<file path="src/rtl/wb_pkg.sv">
// Shared types and defaults for the register-file write-back arbiter.
// Used by wb_arbiter and its long-result buffer wb_fifo.
package wb_pkg;

    localparam int XLEN_DEF         = 32;
    localparam int REG_ADDR_W       = 5;
    localparam int STARVE_LIMIT_DEF = 8;

    typedef struct packed {
        logic [REG_ADDR_W-1:0] rd;
        logic [XLEN_DEF-1:0]   data;
    } wb_entry_t;

    typedef enum logic [1:0] {
        SRC_NONE = 2'd0,
        SRC_ALU  = 2'd1,
        SRC_FIFO = 2'd2
    } wb_src_e;

endpackage

</file>
<file path="src/rtl/wb_fifo.sv">
// Long-result buffer: synchronous FIFO of wb_entry_t, no fall-through.
// Push while full and pop while empty are ignored.
module wb_fifo
    import wb_pkg::*;
#(
    parameter int DEPTH = 4
) (
    input  logic      clk,
    input  logic      rst_n,
    input  logic      push,
    input  logic      pop,
    input  wb_entry_t wdata,
    output logic      full,
    output logic      empty,
    output wb_entry_t head
);

    localparam int AW = (DEPTH > 1) ? $clog2(DEPTH) : 1;

    wb_entry_t      mem_q [DEPTH];
    logic [AW-1:0]  wr_ptr_q, wr_ptr_d;
    logic [AW-1:0]  rd_ptr_q, rd_ptr_d;
    logic [AW:0]    cnt_q, cnt_d;
    logic           do_push;
    logic           do_pop;

    assign full    = (cnt_q == (AW+1)'(DEPTH));
    assign empty   = (cnt_q == '0);
    assign do_push = push && !full;
    assign do_pop  = pop && !empty;
    assign head    = mem_q[rd_ptr_q];

    // Pointer and occupancy next state.
    always_comb begin
        wr_ptr_d = wr_ptr_q;
        rd_ptr_d = rd_ptr_q;
        cnt_d    = cnt_q;
        if (do_push) wr_ptr_d = wr_ptr_q + AW'(1);
        if (do_pop)  rd_ptr_d = rd_ptr_q + AW'(1);
        unique case ({do_push, do_pop})
            2'b10:   cnt_d = cnt_q + (AW+1)'(1);
            2'b01:   cnt_d = cnt_q - (AW+1)'(1);
            default: cnt_d = cnt_q;
        endcase
    end

    // Pointer and occupancy registers; reset flushes the buffer.
    always_ff @(posedge clk or negedge rst_n) begin
        if (!rst_n) begin
            wr_ptr_q <= '0;
            rd_ptr_q <= '0;
            cnt_q    <= '0;
        end else begin
            wr_ptr_q <= wr_ptr_d;
            rd_ptr_q <= rd_ptr_d;
            cnt_q    <= cnt_d;
        end
    end

    // Entry storage; contents are only meaningful below cnt_q.
    always_ff @(posedge clk) begin
        if (do_push) mem_q[wr_ptr_q] <= wdata;
    end

endmodule

</file>
<file path="src/rtl/wb_arbiter.sv">
// Register-file write-port driver: merges ALU and long-latency results.
// Optional WB_BYPASS_EN adds same-cycle write-to-read forwarding.
module wb_arbiter
    import wb_pkg::*;
#(
    parameter int XLEN         = XLEN_DEF,
    parameter int FIFO_DEPTH   = 4,
    parameter int STARVE_LIMIT = STARVE_LIMIT_DEF
) (
    input  logic                  clk,
    input  logic                  rst_n,
    input  logic                  alu_valid,
    output logic                  alu_ready,
    input  logic [REG_ADDR_W-1:0] alu_rd,
    input  logic [XLEN-1:0]       alu_data,
    input  logic                  lsu_valid,
    output logic                  lsu_ready,
    input  logic [REG_ADDR_W-1:0] lsu_rd,
    input  logic [XLEN-1:0]       lsu_data,
    input  logic                  issue_valid,
    input  logic                  issue_long,
    input  logic [REG_ADDR_W-1:0] issue_rd,
    output logic [31:0]           busy_mask,
    output logic                  rf_we,
    output logic [REG_ADDR_W-1:0] rf_rd,
    output logic [XLEN-1:0]       rf_wdata
`ifdef WB_BYPASS_EN
    ,
    input  logic [REG_ADDR_W-1:0] rs1,
    input  logic [REG_ADDR_W-1:0] rs2,
    input  logic [XLEN-1:0]       rf_rdata1,
    input  logic [XLEN-1:0]       rf_rdata2,
    output logic [XLEN-1:0]       fwd_data1,
    output logic [XLEN-1:0]       fwd_data2
`endif
);

    localparam int CW = $clog2(STARVE_LIMIT + 1);

    wb_entry_t             lsu_entry;
    wb_entry_t             fifo_head;
    logic                  fifo_full;
    logic                  fifo_empty;
    logic                  fifo_pop;
    logic                  fifo_push;
    wb_src_e               src;
    logic                  at_limit;

    logic [CW-1:0]         cnt_q, cnt_d;
    logic [31:0]           busy_q, busy_d;
    logic                  rf_we_q, rf_we_d;
    logic [REG_ADDR_W-1:0] rf_rd_q, rf_rd_d;
    logic [XLEN-1:0]       rf_wdata_q, rf_wdata_d;

    assign lsu_entry.rd   = lsu_rd;
    assign lsu_entry.data = lsu_data;

    assign at_limit  = (cnt_q == CW'(STARVE_LIMIT));
    assign alu_ready = !at_limit;
    assign lsu_ready = !fifo_full;
    assign fifo_push = lsu_valid && !fifo_full;
    assign fifo_pop  = (src == SRC_FIFO);

    wb_fifo #(
        .DEPTH (FIFO_DEPTH)
    ) u_fifo (
        .clk   (clk),
        .rst_n (rst_n),
        .push  (fifo_push),
        .pop   (fifo_pop),
        .wdata (lsu_entry),
        .full  (fifo_full),
        .empty (fifo_empty),
        .head  (fifo_head)
    );

    // Pick this cycle's write source: ALU first unless it is being held off.
    always_comb begin
        src = SRC_NONE;
        if (alu_valid && alu_ready) src = SRC_ALU;
        else if (!fifo_empty)       src = SRC_FIFO;
    end

    // Registered write port next state; rd 0 is consumed without a write.
    always_comb begin
        rf_we_d    = 1'b0;
        rf_rd_d    = rf_rd_q;
        rf_wdata_d = rf_wdata_q;
        unique case (src)
            SRC_ALU: begin
                rf_we_d    = (alu_rd != '0);
                rf_rd_d    = alu_rd;
                rf_wdata_d = alu_data;
            end
            SRC_FIFO: begin
                rf_we_d    = (fifo_head.rd != '0);
                rf_rd_d    = fifo_head.rd;
                rf_wdata_d = fifo_head.data;
            end
            default: ;
        endcase
    end

    // Starvation counter: age of an unserved FIFO head, saturating.
    always_comb begin
        cnt_d = cnt_q;
        if (fifo_empty || fifo_pop) cnt_d = '0;
        else if (!at_limit)         cnt_d = cnt_q + CW'(1);
    end

    // Busy scoreboard: clear on long write-back, set on long issue (set wins).
    always_comb begin
        busy_d = busy_q;
        if (fifo_pop) busy_d[fifo_head.rd] = 1'b0;
        if (issue_valid && issue_long && issue_rd != '0)
            busy_d[issue_rd] = 1'b1;
        busy_d[0] = 1'b0;
    end

    // State registers for the write port, counter and scoreboard.
    always_ff @(posedge clk or negedge rst_n) begin
        if (!rst_n) begin
            rf_we_q    <= 1'b0;
            rf_rd_q    <= '0;
            rf_wdata_q <= '0;
            cnt_q      <= '0;
            busy_q     <= '0;
        end else begin
            rf_we_q    <= rf_we_d;
            rf_rd_q    <= rf_rd_d;
            rf_wdata_q <= rf_wdata_d;
            cnt_q      <= cnt_d;
            busy_q     <= busy_d;
        end
    end

    assign rf_we     = rf_we_q;
    assign rf_rd     = rf_rd_q;
    assign rf_wdata  = rf_wdata_q;
    assign busy_mask = busy_q;

`ifdef WB_BYPASS_EN
    assign fwd_data1 = (rf_we_q && rf_rd_q == rs1 && rs1 != '0) ?
                       rf_wdata_q : rf_rdata1;
    assign fwd_data2 = (rf_we_q && rf_rd_q == rs2 && rs2 != '0) ?
                       rf_wdata_q : rf_rdata2;
`endif

endmodule

</file>
<file path="config.mk">
export PLATFORM = sky130hd
export DESIGN_NAME = wb_arbiter
export DESIGN_NICKNAME = d
export VERILOG_FILES = /design/src/rtl/wb_pkg.sv /design/src/rtl/wb_fifo.sv /design/src/rtl/wb_arbiter.sv
export SDC_FILE = /design/constraint.sdc
export NUM_CORES = 1
export LEC_CHECK = 0
export BUFFER_PORTS_ARGS = -buffer_cell sky130_fd_sc_hd__buf_2
export CORE_MARGIN = 5
export CORE_UTILIZATION = 45
export CTS_BUF_LIST = sky130_fd_sc_hd__clkbuf_8
export CTS_CLUSTER_DIAMETER = 30
export CTS_CLUSTER_SIZE = 40
export DETAILED_ROUTE_END_ITERATION = 16
export PLACE_DENSITY = 0.66
export RECOVER_POWER = 50
export SLEW_MARGIN = 25
export SYNTH_ARGS = -nofsm -noshare
export SYNTH_HDL_FRONTEND = slang
export SYNTH_SLANG_ARGS = --single-unit
</file>
<file path="constraint.sdc">
create_clock -name clk -period 3.7 [get_ports clk]
set_input_delay 0.185 -clock clk [delete_from_list [all_inputs] [get_ports clk]]
set_output_delay 0.185 -clock clk [all_outputs]
set_load 0.01 [all_outputs]
</file>
==> results by group <==
Worst setup path
  • Critical Path RT: 4100 ps
  • Crit path DAT: 3290 ps
  • Crit Path Max Fanout: 18
  • Crit path kind: flip-flop to flip-flop
  • CP cell instances: mux4_2 > or3_4 > o31ai_2 > o41ai_1 > dlygate4sd3_1
  • CP Launch Type: flip-flop
  • Slowest cell on crit path: mux4_2
  • R2r setup slk: 800 ps
  • Crit path largest cell delay: 750 ps
  • Setup crit end kind: flip-flop

Detailed routing
  • 1st-iter DRT viols: 360
  • Drt pass-1 iters: 5
  • Final ANT Viol Nets: 0
  • Avg WL per Cell: 18.77 um
  • Post-Route WL: 21620 um
  • Vias: 6135
  • # DRC: 0
  • DR vias/cell: 5.326

Synth
  • Mean post-synth cell area: 14.94 um^2
  • Register area share after synthesis: 71.06%
  • Main combinational cell family by area after synthesis: multiplexers
  • Post-Syn Instances: 607
  • Ys flop type: edfxtp_1
  • Yosys reg bits: 228
  • Synth Area in Adders: 1.186%
  • Synth Area in Compound Gates: 6.441%
  • XOR/XNOR Fraction of Synth Area: 0.7724%
  • Area leader, netlist: edfxtp_1
  • Ranking of synthesized cells by area: edfxtp_1 (49%), dfrtp_1 (22%), mux4_2 (9.2%)
  • YS warnings: 0
  • Post-synth EDFFs: 148
  • Asr flop ratio synth: 35.09%
  • Mapped cell area: 0.009071 mm^2
  • Synth Area in Simple Gates: 9.034%
  • Synth cell types: 45
  • Synth Net Count: 700
  • Mux share of post-synthesis cell area: 9.421%
  • Synth top area share: 48.99%

Timing
  • Worst slew margin: -39.15%
  • RSZ-0062 raised after global routing: no
  • Tmin final: 2899 ps
  • Total negative setup slack: 0 ps
  • Final Max Tran Viols: 81
  • Final-report hold violation count: 0
  • Max Freq: 344.9 MHz
  • Final period utilization: 78.36%
  • Final setup fails: 0
  • Slew @ Worst Pin: 2087 ps
  • Clock Skew: 17.15 ps

Power
  • Sw frac: 32.50%
  • Psw: 2.960 mW
  • Combinational power share: 29.4%
  • Seq pwr share: 42.0%
  • Pwr/cell area: 777.1 mW/mm^2
  • LEAKAGE: 4.449 nW
  • IR drop worst, VDD: 0.3323 mV
  • Clk pwr share: 28.6%
  • Cell-internal power: 6.148 mW

CTS
  • Clock tree buffer depth: 3
  • Clk_lat worst skew: 520 ps
  • CTS Root Buffer Type: clkbuf_8
  • Htree depth: 2
  • TritonCTS clock tree: yes
  • Num Clock Sinks: 228
  • CTS Buf Count: 39
  • Worst-path clk slew: 60 ps

Floorplanning
  • Chip width: 152.0 um
  • Die height: 152.0 um
  • Initial core utilization: 45.27%
  • I/O pins: 157
  • FP Rows: 52
  • Die area: 0.02310 mm^2
  • Placeable Area: 0.02004 mm^2

Global route
  • Number of global-route vias before repair: 6620
  • GRT Residual Overflow: 0
  • All-Layer GR Usage: 18.66%
  • First-pass GRT wire length: 34960 um
  • Initial antenna violation count: 0
  • Largest net degree at the start of global routing: 81

Place
  • Cell Count Post-Placement: 1002
  • GP Congestion: 0.8781
  • Port bufs: 155
  • Placed wire-length estimate: 13280 um

Finish
  • Nets: 946
  • Final Util: 58.49%
  • Antenna cells: 0
  • Share of cells above drive strength 1: 23.02%
  • Area Growth Syn to Fin: 29.21%
  • Fin cells: 1152

Job
  • Max-cap violations: 1

Run status
  • Failing checks: max-capacitance violations, max-slew violations
  • Outcome: complete, but fails checks

Worst hold path
  • Hold WC Path Type: input port to flip-flop
[worst max-delay path: cells and delay by family, from the launching register on]
| kind | cells | cell delay [ps] |
|---|---|---|
| AO/OA/AOI/OAI | 2 | 280 |
| flip-flops | 1 | 730 |
| AND/OR/NAND/NOR | 1 | 460 |
| buffers and inverters | 1 | 560 |
| multiplexers | 1 | 750 |
[per-layer routing]
metal	part of all wire (%)	vias to the layer above	track usage, %
met1	41	3073	24.14
met4	2.1	0	5.651
met2	50	246	31.46
met3	6.9	39	4.608
li1	-	2777	-
met5	0	-	0
[cell usage in the layout (no fill, tap or decap), types with 4 or more instances in the layout]
cell / instances
edfxtp_1: 148
buf_2: 82
nand2_1: 79
dlygate4sd3_1: 79
dfrtp_1: 78
clkbuf_1: 72
nor2_1: 58
clkbuf_8: 42
a31oi_1: 41
mux4_2: 37
o21ai_0: 33
inv_1: 16
o31ai_1: 8
ha_1: 7
bufinv_16: 7
nand3b_1: 6
nor3_1: 6
a21oi_1: 5
o21ai_1: 4
nand3_1: 4
and3_2: 4
xnor2_1: 4
xor2_1: 4
clkinv_2: 4
clkinv_4: 4
clkinvlp_4: 4
buf_4: 4
[worst paths after layout]
| check | startpoint | end | cells after the start |
|---|---|---|---|
| setup / recovery | u_fifo.rd_ptr_q[0]$_DFFE_PN0P_ | busy_mask[2]$_DFF_PN0_ | 5 |
| hold / removal | lsu_valid | u_fifo.wr_ptr_q[0]$_DFFE_PN0P_ | 3 |
| setup reg to reg | u_fifo.rd_ptr_q[0]$_DFFE_PN0P_ | busy_mask[2]$_DFF_PN0_ | 5 |
| hold reg to reg | cnt_q[0]$_DFFE_PN0P_ | cnt_q[0]$_DFFE_PN0P_ | 1 |
| max in group asynchronous | rst_n | u_fifo.rd_ptr_q[0]$_DFFE_PN0P_ | 2 |
| min in group asynchronous | rst_n | busy_mask[16]$_DFF_PN0_ | 2 |
[stage by stage]
stage	hold slack, ps	setup WS (ps)	area (um^2)	power [mW]
floorplan	-110.6	1408	9071	5.545
global placement	393.7	1288	10090	6.421
detailed placement	405.0	1142	10090	6.530
CTS	85.88	772.6	11790	9.244
global route	142.6	597.3	11720	9.645
finish	115.4	800.5	11720	9.109
[cell type report]
type | count | area (um^2)
clock buffer | 42 | 578.1
clock inverter | 28 | 339.1
fill | 1594 | 8318
inverter | 10 | 37.54
multi-input combinational | 335 | 2454
sequential | 228 | 6449
tap | 270 | 337.8
timing repair buffer | 239 | 1526
[state kept, by name (all words and copies together) (netlist names)]
register,count
rf_wdata,32
rf_we,1
u_fifo.rd_ptr_q,2
rf_rd,5
u_fifo.cnt_q,3
busy_mask,31
u_fifo.wr_ptr_q,2
u_fifo.mem_q,148
cnt_q,4
[Yosys cell counts (all sizes together), types with 3 or more instances]
cell type	count
a21oi	5
a31oi	41
and3	5
buf	17
clkbuf	17
dfrtp	80
edfxtp	148
ha	7
inv	10
mux4	37
nand2	80
nand3	4
nand3b	6
nor2	58
nor2b	3
nor3	7
o21ai	37
o31ai	9
or3b	6
xnor2	4
xor2	4
[power by group through the flow]
stage | sequential [mW] | combinational (mW) | clock [mW]
floorplan | 3.89 | 1.66 | 0
global placement | 3.82 | 2.60 | 0
detailed placement | 3.86 | 2.67 | 0
CTS | 3.82 | 2.76 | 2.66
global route | 3.90 | 2.96 | 2.79
finish | 3.82 | 2.68 | 2.61
[what timing repair did]
| action | 4_1_cts | 5_1_grt |
|---|---|---|
| endpoints found under the hold margin | 268 | 0 |
| hold buffers | 79 | 0 |
| gates resized for setup | 0 | 0 |
| buffers inserted | 0 | 0 |
[logic make-up (layout without fill, tap and decap cells)]
logic type / Yosys count / count (layout)
compound gates: 97 / 97
other cells: 1 / 1
flops: 228 / 228
buf+inv: 44 / 319
xor+xnor: 8 / 8
mux: 39 / 39
simple gates: 182 / 182
fa+ha+maj: 8 / 8
(Power assumes the default switching activity.)
